### src/rtl/reg18_load_arbiter.sv
// Round-robin load controller for a shared two-enable holding register with a valid/ready consumer side.
// Optional watchdog on an unconsumed word: define REG18_ARB_TIMEOUT_EN.
module reg18_load_arbiter #(
  parameter int NUM_REQ        = 4,
  parameter int WIDTH          = 18,
  parameter int TIMEOUT_CYCLES = 1024
) (
  input  logic                     clk,
  input  logic                     reset,
  input  logic [NUM_REQ-1:0]       req,
  input  logic [NUM_REQ*WIDTH-1:0] req_data,
  output logic [NUM_REQ-1:0]       gnt,
  output logic [WIDTH-1:0]         reg_in,
  output logic                     reg_ce1,
  output logic                     reg_ce2,
  output logic                     reg_clr,
  output logic                     out_valid,
  input  logic                     out_ready,
  output logic                     timeout_err
);

  localparam int PTR_W = $clog2(NUM_REQ);

  if (NUM_REQ < 2 || NUM_REQ > 8 || TIMEOUT_CYCLES < 2) begin : g_param_check
    $error("reg18_load_arbiter: unsupported parameter set");
  end

  typedef enum logic {EMPTY = 1'b0, FULL = 1'b1} state_t;

  state_t           state, state_nxt;
  logic [PTR_W-1:0] rr_ptr, rr_ptr_nxt, winner, sel;
  logic             consume, slot_free, grant, wd_fire;

  // First set request at or above rr_ptr, wrapping around.
  always_comb begin
    int               idx;
    logic             found;
    logic [PTR_W-1:0] idx_v;
    winner = rr_ptr;
    found  = 1'b0;
    for (int k = 0; k < NUM_REQ; k++) begin
      idx = int'(rr_ptr) + k;
      if (idx >= NUM_REQ) idx = idx - NUM_REQ;
      idx_v = PTR_W'(idx);
      if (!found && req[idx_v]) begin
        found  = 1'b1;
        winner = idx_v;
      end
    end
  end

  assign consume   = (state == FULL) & out_ready;
  assign slot_free = (state == EMPTY) | consume;
  assign grant     = reset & slot_free & (|req) & ~wd_fire;
  assign sel       = grant ? winner : rr_ptr;

  assign gnt       = grant ? (NUM_REQ'(1) << winner) : '0;
  assign reg_in    = req_data[int'(sel)*WIDTH +: WIDTH];
  assign reg_ce1   = grant;
  assign reg_ce2   = reset & slot_free;
  assign reg_clr   = ~reset | wd_fire;
  assign out_valid = reset & (state == FULL);

  always_comb begin
    state_nxt  = state;
    rr_ptr_nxt = rr_ptr;
    case (state)
      EMPTY: if (grant) state_nxt = FULL;
      FULL: begin
        if (wd_fire)      state_nxt = EMPTY;
        else if (consume) state_nxt = grant ? FULL : EMPTY;
      end
      default: state_nxt = EMPTY;
    endcase
    if (grant) rr_ptr_nxt = (winner == PTR_W'(NUM_REQ-1)) ? '0 : winner + PTR_W'(1);
  end

  always_ff @(posedge clk) begin
    if (!reset) begin
      state  <= EMPTY;
      rr_ptr <= '0;
    end else begin
      state  <= state_nxt;
      rr_ptr <= rr_ptr_nxt;
    end
  end

`ifdef REG18_ARB_TIMEOUT_EN
  localparam int CNT_W = $clog2(TIMEOUT_CYCLES) + 1;

  logic [CNT_W-1:0] wd_cnt;
  logic             timeout_q;

  // Counts stalled cycles of the current word; a new load or a consume restarts it.
  assign wd_fire = reset & (state == FULL) & ~out_ready &
                   (wd_cnt == CNT_W'(TIMEOUT_CYCLES - 1));

  always_ff @(posedge clk) begin
    if (!reset) begin
      wd_cnt    <= '0;
      timeout_q <= 1'b0;
    end else begin
      if (wd_fire || grant || consume) wd_cnt <= '0;
      else if (state == FULL && !out_ready) wd_cnt <= wd_cnt + CNT_W'(1);
      if (wd_fire) timeout_q <= 1'b1;
    end
  end

  assign timeout_err = timeout_q;
`else
  assign wd_fire     = 1'b0;
  assign timeout_err = 1'b0;
`endif

endmodule

### config.mk
export PLATFORM = sky130hd
export DESIGN_NAME = reg18_load_arbiter
export DESIGN_NICKNAME = d
export VERILOG_FILES = /design/src/rtl/reg18_load_arbiter.sv
export SDC_FILE = /design/constraint.sdc
export NUM_CORES = 1
export LEC_CHECK = 0
export ABC_AREA = 0
export BUFFER_PORTS_ARGS = -buffer_cell sky130_fd_sc_hd__buf_2
export CORE_MARGIN = 2
export CORE_UTILIZATION = 35
export DETAILED_ROUTE_END_ITERATION = 8
export PLACE_DENSITY = 0.93
export SYNTH_ARGS = -nofsm -noshare
export SYNTH_HDL_FRONTEND = slang
export SYNTH_SLANG_ARGS = --single-unit
### constraint.sdc
create_clock -name clk -period 2.5 [get_ports clk]
set_clock_uncertainty 0.1 [all_clocks]
set_input_delay 0.5 -clock clk [delete_from_list [all_inputs] [get_ports clk]]
set_output_delay 0.5 -clock clk [all_outputs]
set_load 0.02 [all_outputs]
==> results of run 1 <==
[routing by layer]
metal  track usage  GRT overflow
met5             0             0
met4        0.9660            40
met3        0.5323             0
met2         1.056            79
met1        0.8064             0
[per-stage QoR]
step	setup TNS (ns)	util	setup WS [ns]
CTS	-5.239	0.9073	-0.2840
detailed placement	-12.30	0.7303	-0.7178
global placement	-11.50	0.7303	-0.6369
floorplan	-0.8634	-	-0.06153
[kinds of logic after synthesis]
group                    share of synthesized area
AND/OR/NAND/NOR                             0.3548
AO/OA/AOI/OAI                               0.4065
buffers and inverters                       0.1213
adder cells (fa/ha/maj)                    0.05161
flip-flops                                 0.06194
other                                     0.003867
[what timing repair did]
action                                  4_1_cts
gates cloned                                  3
hold buffers                                  0
endpoints found under the setup margin       22
setup buffers                                10
resized for setup                            81
pin swaps                                     5
==> results.toml, run 1 <==
[placement]
placed_area_um2 = 1962
io_buffers = 104
gp_congestion = 0.8566
placed_cells = 300
dp_hpwl_um = 3462

[logic_synthesis]
netlist_area_um2 = 969.7
ys_seq_area_frac = 0.06194
ys_seq_elements = 3
yosys_warnings = 0
synthTopCellsByCount = "nand2_1 (56), a21oi_1 (22), a32oi_1 (18), buf_6 (6), inv_1 (6)"
synth_edf_count = 0
netlist_instances = 153
syn-num-nets = 236
synth_top_cell_by_area = "nand2_1"
synth_area_leaders = "nand2_1 (22%), a32oi_1 (16%), a21oi_1 (11%), buf_6 (7.0%), dfxtp_1 (6.2%)"
async_flop_share = 0
ys_types = 29
synth_top_area_share = 0.2168
synth_ff_type = "dfxtp_1"
yosysMostFrequentCell = "nand2_1"
synth_area_per_cell_um2 = 6.338

[clocking]
cts_buffers = 3
cts_max_level = 1
root_buffer = "clkbuf_4"
cts.sinks = 3
clock_tree.buffer_depth = 2

[sta]
crit_endpoint = "reg_in[8]"
worstEpCategory = "top-level output"

[die]
fp-row-count = 19
start_util = 0.3610
die_w_um = 56.64
io_pins = 106
chipHeight_um = 56.64

[outcome]
error = "[ERROR GRT-0232] Routing congestion too high. Check the congestion heatmap in the GUI."
run_status = "did not finish"
haltStage = "5_1_grt"

[global_routing]
grt_overflow = 119
grt_max_degree = 19
grt_usage = 0.8222
==> run 2: changes to the inputs <==
--- a/config.mk
+++ b/config.mk
@@ -7,10 +7,10 @@
 export LEC_CHECK = 0
 export ABC_AREA = 0
 export BUFFER_PORTS_ARGS = -buffer_cell sky130_fd_sc_hd__buf_2
-export CORE_MARGIN = 2
-export CORE_UTILIZATION = 35
+export CORE_AREA = 2 2 63 65
 export DETAILED_ROUTE_END_ITERATION = 8
-export PLACE_DENSITY = 0.93
+export DIE_AREA = 0 0 65 67
+export PLACE_DENSITY_LB_ADDON = 0.15
 export SYNTH_ARGS = -nofsm -noshare
 export SYNTH_HDL_FRONTEND = slang
 export SYNTH_SLANG_ARGS = --single-unit
==> run 2 against run 1 <==
The flow now finishes, with violations (negative setup slack). Area after synthesis is the same. Synthesized cell count unchanged.
==> results.toml, run 2 <==
[routing]
first_pass_iters = 4
via_count = 1611
drc = 0
ant_nets = 0
viasPerCell = 4.927
routed_wl_um = 4519
first_iter_violations = 42
wl_per_cell_um = 13.82

[hold_path]
min_path_type = "reg2reg"

[cells_and_area]
utilization = 0.6728
top_register = "rr_ptr"
largest_register_ffs = 2
nets = 363
area_growth_pct = 150.2
final_area_um2 = 2426
seq_area_um2 = 60.06
multi_input_area_um2 = 1254
final_common_cell = "buf_2"
instances_no_fill = 327
antenna_cells = 0
layout_common_cells = "buf_2 (79), nand2_1 (51), buf_4 (25)"
nFillCells = 327
top_regs = "rr_ptr: 2 flops, state: 1 flops"
drive_gt1_frac = 0.6738

[die]
io_pins = 106
chipHeight_um = 67
core_area_um2 = 3606
fp-row-count = 22
start_util = 0.2689
dieArea_um2 = 4355
die_w_um = 65

[pwr]
irDropWorstVdd_uv = 258.2
power_density_nw_per_um2 = 463.3
leakage_nw = 1.065

[setup_path]
end_kind = "output port"
crit_fanout = 12
crit_type = "in2out"
crit_arrival_ns = 2.16
start_kind = "primary input"
worstPathRequired_ns = 1.90

[logic_synthesis]
synth_edf_count = 0
yosys_warnings = 0
synth_top_area_share = 0.2168
ys_seq_area_frac = 0.06194
syn-num-nets = 236
ys_types = 29
yosysMostFrequentCell = "nand2_1"
synth_top_cell_by_area = "nand2_1"
netlist_instances = 153
synthTopCellsByCount = "nand2_1 (56), a21oi_1 (22), a32oi_1 (18), buf_6 (6), inv_1 (6)"
netlist_area_um2 = 969.7
synth_area_leaders = "nand2_1 (22%), a32oi_1 (16%), a21oi_1 (11%), buf_6 (7.0%), dfxtp_1 (6.2%)"
ys_seq_elements = 3
synth_ff_type = "dfxtp_1"
synth_area_per_cell_um2 = 6.338
async_flop_share = 0

[sta]
setup_viol = 18
fmax_ghz = 0.3630
hold_viol = 0
period_needed_ns = 2.755
grt_setup_unrepaired = "true"
finalCritPeriodShare = 1.102
setup_slack_ns = -0.2552
slew_violations = 0
fin_hold_ws_ns = 0.3584

[global_routing]
grt_pass1_vias = 1611
grt_overflow = 0
grt_antenna_before_repair = 0
grt_pass1_wl_um = 7017
grt_usage = 0.2074
grt_max_degree = 28

[clocking]
cts.sinks = 3
root_buffer = "clkbuf_8"
cts_tree = "built"
cts.clk_slew.worst_paths_ns = 0.03
clock_tree.buffer_depth = 2
cts_buffers = 3
clk_latency_ns = 0.23
cts_hold_buf = 0
cts_max_level = 1

[placement]
io_buffers = 104
placed_cells = 319
gp_congestion = 0.8070
placed_area_um2 = 2011
dp_hpwl_um = 3238

[outcome]
violations = "negative setup slack"
run_status = "finished, violations left"

[job]
cap_viol_max_count = 0
## run 2: cell counts after synthesis
No cell type changed its count.
## run 2: worst max-delay path, stage by stage
cell and delay [ns]:
buf_8 0.10, or4_4 0.57, a31oi_4 0.18, a41o_4 0.19, buf_12 0.15, nand2_1 0.09
a32oi_4 0.23, buf_6 0.15
## run 2: routing by layer
layer,global-route usage,part of all wire
met5,0,0
met4,0.08245,0.021
met3,0.03209,0.060
met2,0.3892,0.54
met1,0.2320,0.38
## run 2: area by class of cell
cell class                      count  area share
Clock buffer                        4     0.01857
Tap cell                           48     0.02475
Inverter                            6     0.01031
Sequential cell                     3     0.02475
Multi-Input combinational cell    133      0.5168
Timing Repair Buffer              133      0.4048
## run 2: final timing paths
check,start,end,slack [ns],cells after the start
setup / recovery,req[1],reg_in[16],-0.26,8
hold / removal,rr_ptr[1],rr_ptr[1],0.36,2
setup reg to reg,rr_ptr[1],rr_ptr[1],0.76,8
hold reg to reg,rr_ptr[1],rr_ptr[1],0.36,2
## run 2: logic make-up after synthesis
| family | after synthesis | synth area share |
|---|---|---|
| buffers and inverters | 17 | 0.1213 |
| other | 1 | 0.003867 |
| adders and majority gates | 4 | 0.05161 |
| AOI/OAI and AO/OA | 50 | 0.4065 |
| DFF | 3 | 0.06194 |
| and+or+nand+nor | 78 | 0.3548 |
## run 2: where the power goes
part,switching [mW],internal (mW),total (mW)
registers,0.00328,0.0527,0.0559
logic,0.452,0.464,0.916
clock network,0.0420,0.110,0.152
total,0.498,0.626,1.12
## run 2: through the flow
stage,setup slack [ns],power (mW),setup TNS (ns)
6_report,-0.2552,1.124,-4.175
5_1_grt,-0.3248,1.193,-5.352
4_1_cts,-0.2406,1.102,-3.897
3_5_place_dp,-0.3403,0.7900,-5.996
3_3_place_gp,-0.3004,0.7799,-5.456
2_1_floorplan,-0.06153,0.5610,-0.8634
## run 2: what timing repair did
| item | 4_1_cts | 5_1_grt |
|---|---|---|
| setup buffers | 0 | 1 |
| hold endpoints to repair | 0 | 0 |
| gates resized for setup | 60 | 29 |
| cloned | 3 | 0 |
| endpoints found under the setup margin | 22 | 22 |
| pin swaps | 4 | 5 |
Note: power is estimated with default switching activity, not from simulation.
==> run 3: changes to the inputs <==
==> constraint.sdc (replaced) <==
create_clock -name clk -period 3.4 [get_ports clk]
set_clock_uncertainty 0.1 [all_clocks]
set_input_delay 0.68 -clock clk [delete_from_list [all_inputs] [get_ports clk]]
set_output_delay 0.68 -clock clk [all_outputs]
set_load 0.02 [all_outputs]
==> run 3 against run 2 <==
The run now ends clean. Sequential share of layout area grew 1.1 points. First-iteration DRC count grew 64%. Die area is the same. Via count shrank 6.8%. Final area shrank 31%. Combinational power shrank 56%.
==> results.toml, run 3 (synthesis results as in run 2) <==
[global_routing]
grt_antenna_before_repair = 0
use_met2 = 0.2603
grt_usage = 0.1500
grt_use_met3 = 0.02703
top_usage_layer = "met2"
grt_overflow = 0
use_met1 = 0.1926
grt_max_degree = 37
grt_pass1_vias = 1280
grt_pass1_wl_um = 5375

[setup_path]
start_kind = "primary input"
cp-endpoint = "reg_in[11]"
cp_top_family = "compound AO/OA/AOI/OAI gates"
r2r.worst_path.cells = 6
crit_chain = "buf_2 -> buf_4 -> or4_4 -> a31oi_4 -> a41o_2 -> clkbuf_16 -> a21oi_1 -> a32oi_1 -> buf_2"
path_common_cell = "buf_2"
crit_type = "in2out"
slowest_stage = "or4_4"
crit_buf_inv = 4
r2r-end = "rr_ptr[1]"
crit_arrival_ns = 2.49
crit_fanout = 18
slowest_delay_ns = 0.53
path_depth = 9
worstPathRequired_ns = 2.62
rr_startpoint = "rr_ptr[0]"
startpoint = "req[0]"
end_kind = "output port"
reg2reg_slack_ns = 1.57

[clocking]
clock_tree.buffer_depth = 2
clk_latency_ns = 0.21
cts.clk_slew.worst_paths_ns = 0.03
cts.sinks = 3
cts_max_level = 1
cts_tree = "built"
root_buffer = "clkbuf_8"
cts_buffers = 3

[job]
cap_viol_max_count = 0

[routing]
ant_nets = 0
wl_per_cell_um = 11.34
drc = 0
routed_wl_um = 3539
first_iter_violations = 69
first_pass_iters = 4
viasPerCell = 4.814
via_count = 1502

[cells_and_area]
area_growth_pct = 72.00
top_register = "rr_ptr"
nFillCells = 409
nets = 348
antenna_cells = 0
drive_gt1_frac = 0.4924
top_regs = "rr_ptr: 2 flops, state: 1 flops"
layout_common_cells = "buf_2 (104), nand2_1 (56), a21oi_1 (22)"
largest_register_ffs = 2
final_area_um2 = 1668
final_common_cell = "buf_2"

[die]
start_util = 0.2689
io_pins = 106
die_w_um = 65
core_area_um2 = 3606
dieArea_um2 = 4355
chipHeight_um = 67
fp-row-count = 22

[placement]
gp_congestion = 0.8226
dp_hpwl_um = 2734
placed_area_um2 = 1568
io_buffers = 104

[sta]
slew_violations = 0
fmax_ghz = 0.3053
slew_headroom = 0.6554
grt_setup_unrepaired = "false"
setup_viol = 0
finalCritPeriodShare = 0.9632
period_needed_ns = 3.275
tns_ns = 0
worstMarginPinSlew_ns = 0.5116
hold_viol = 0
fin_hold_ws_ns = 0.5031

[outcome]
run_status = "complete, no violations"

[pwr]
irDropWorstVdd_uv = 143.1
leakage_nw = 0.8741
power_density_nw_per_um2 = 326.5

[hold_path]
min_path_type = "reg2reg"
hold_path_startpoint = "rr_ptr[0]"
hold_depth = 2
==> run 3: changes by cell type in the layout (fill, tap and decap cells not counted), sizes merged <==
cell	delta
buf	-15
==> run 3: layer usage <==
layer / share of wire / vias up / wire (µm)
met3: 0.089 / 4 / 315
met4: 0.0065 / 0 / 23
met1: 0.43 / 656 / 1519
met2: 0.47 / 74 / 1680
li1: - / 768 / -
met5: 0 / - / 0
==> run 3: power breakdown <==
part	internal (mW)	leakage, nW	switching [mW]
sequential	0.0387	0.0249	0.00325
combinational	0.172	0.826	0.228
clock	0.0799	0.0228	0.0226
total	0.291	0.874	0.253
==> run 3: worst min-delay path by stage <==
stage / to / slack, ns
after detailed placement: rr_ptr[0] / 0.50
after floorplan: rr_ptr[1] / 0.41
after global routing: rr_ptr[1] / 0.59
after global placement: rr_ptr[0] / 0.50
after CTS: rr_ptr[0] / 0.50
final: rr_ptr[0] / 0.50
==> run 3: repair_timing <==
| action | in CTS | in global routing |
|---|---|---|
| gates resized for setup | 0 | 2 |
| endpoints found under the setup margin | 11 | 5 |
| cloned | 0 | 1 |
| pin swaps | 1 | 0 |
| hold buffers | 0 | 0 |
| setup buffers | 3 | 0 |
==> run 3: final cells by class <==
cell class,instances,area (µm²),area share
inverters,6,22.52,0.01350
multi-input cells,133,799.5,0.4794
repair buffers,118,680.7,0.4081
flip-flops and latches,3,60.06,0.03601
well taps,48,60.06,0.03601
clock buffers,4,45.04,0.02701
==> run 3: through the flow <==
step | power, mW | setup slack, ns | util | std cells
after floorplan | 0.2962 | 0.3617 | - | 153
after global placement | 0.4267 | -0.01379 | 0.4348 | 304
after detailed placement | 0.4265 | -0.03521 | 0.4348 | 304
after CTS | 0.5395 | 0.07864 | 0.4535 | 311
after global routing | 0.5925 | 0.03472 | 0.4625 | 312
final | 0.5445 | 0.1250 | 0.4625 | 312
==> run 3: worst register-to-register path, cell delays in order (launching register included) <==
cell and delay, ns:
dfxtp_1 0.40, nor2b_1 0.08, o21ai_0 0.43, nand3_1 0.22, ha_1 0.32, nand2_1 0.04
a21oi_1 0.16
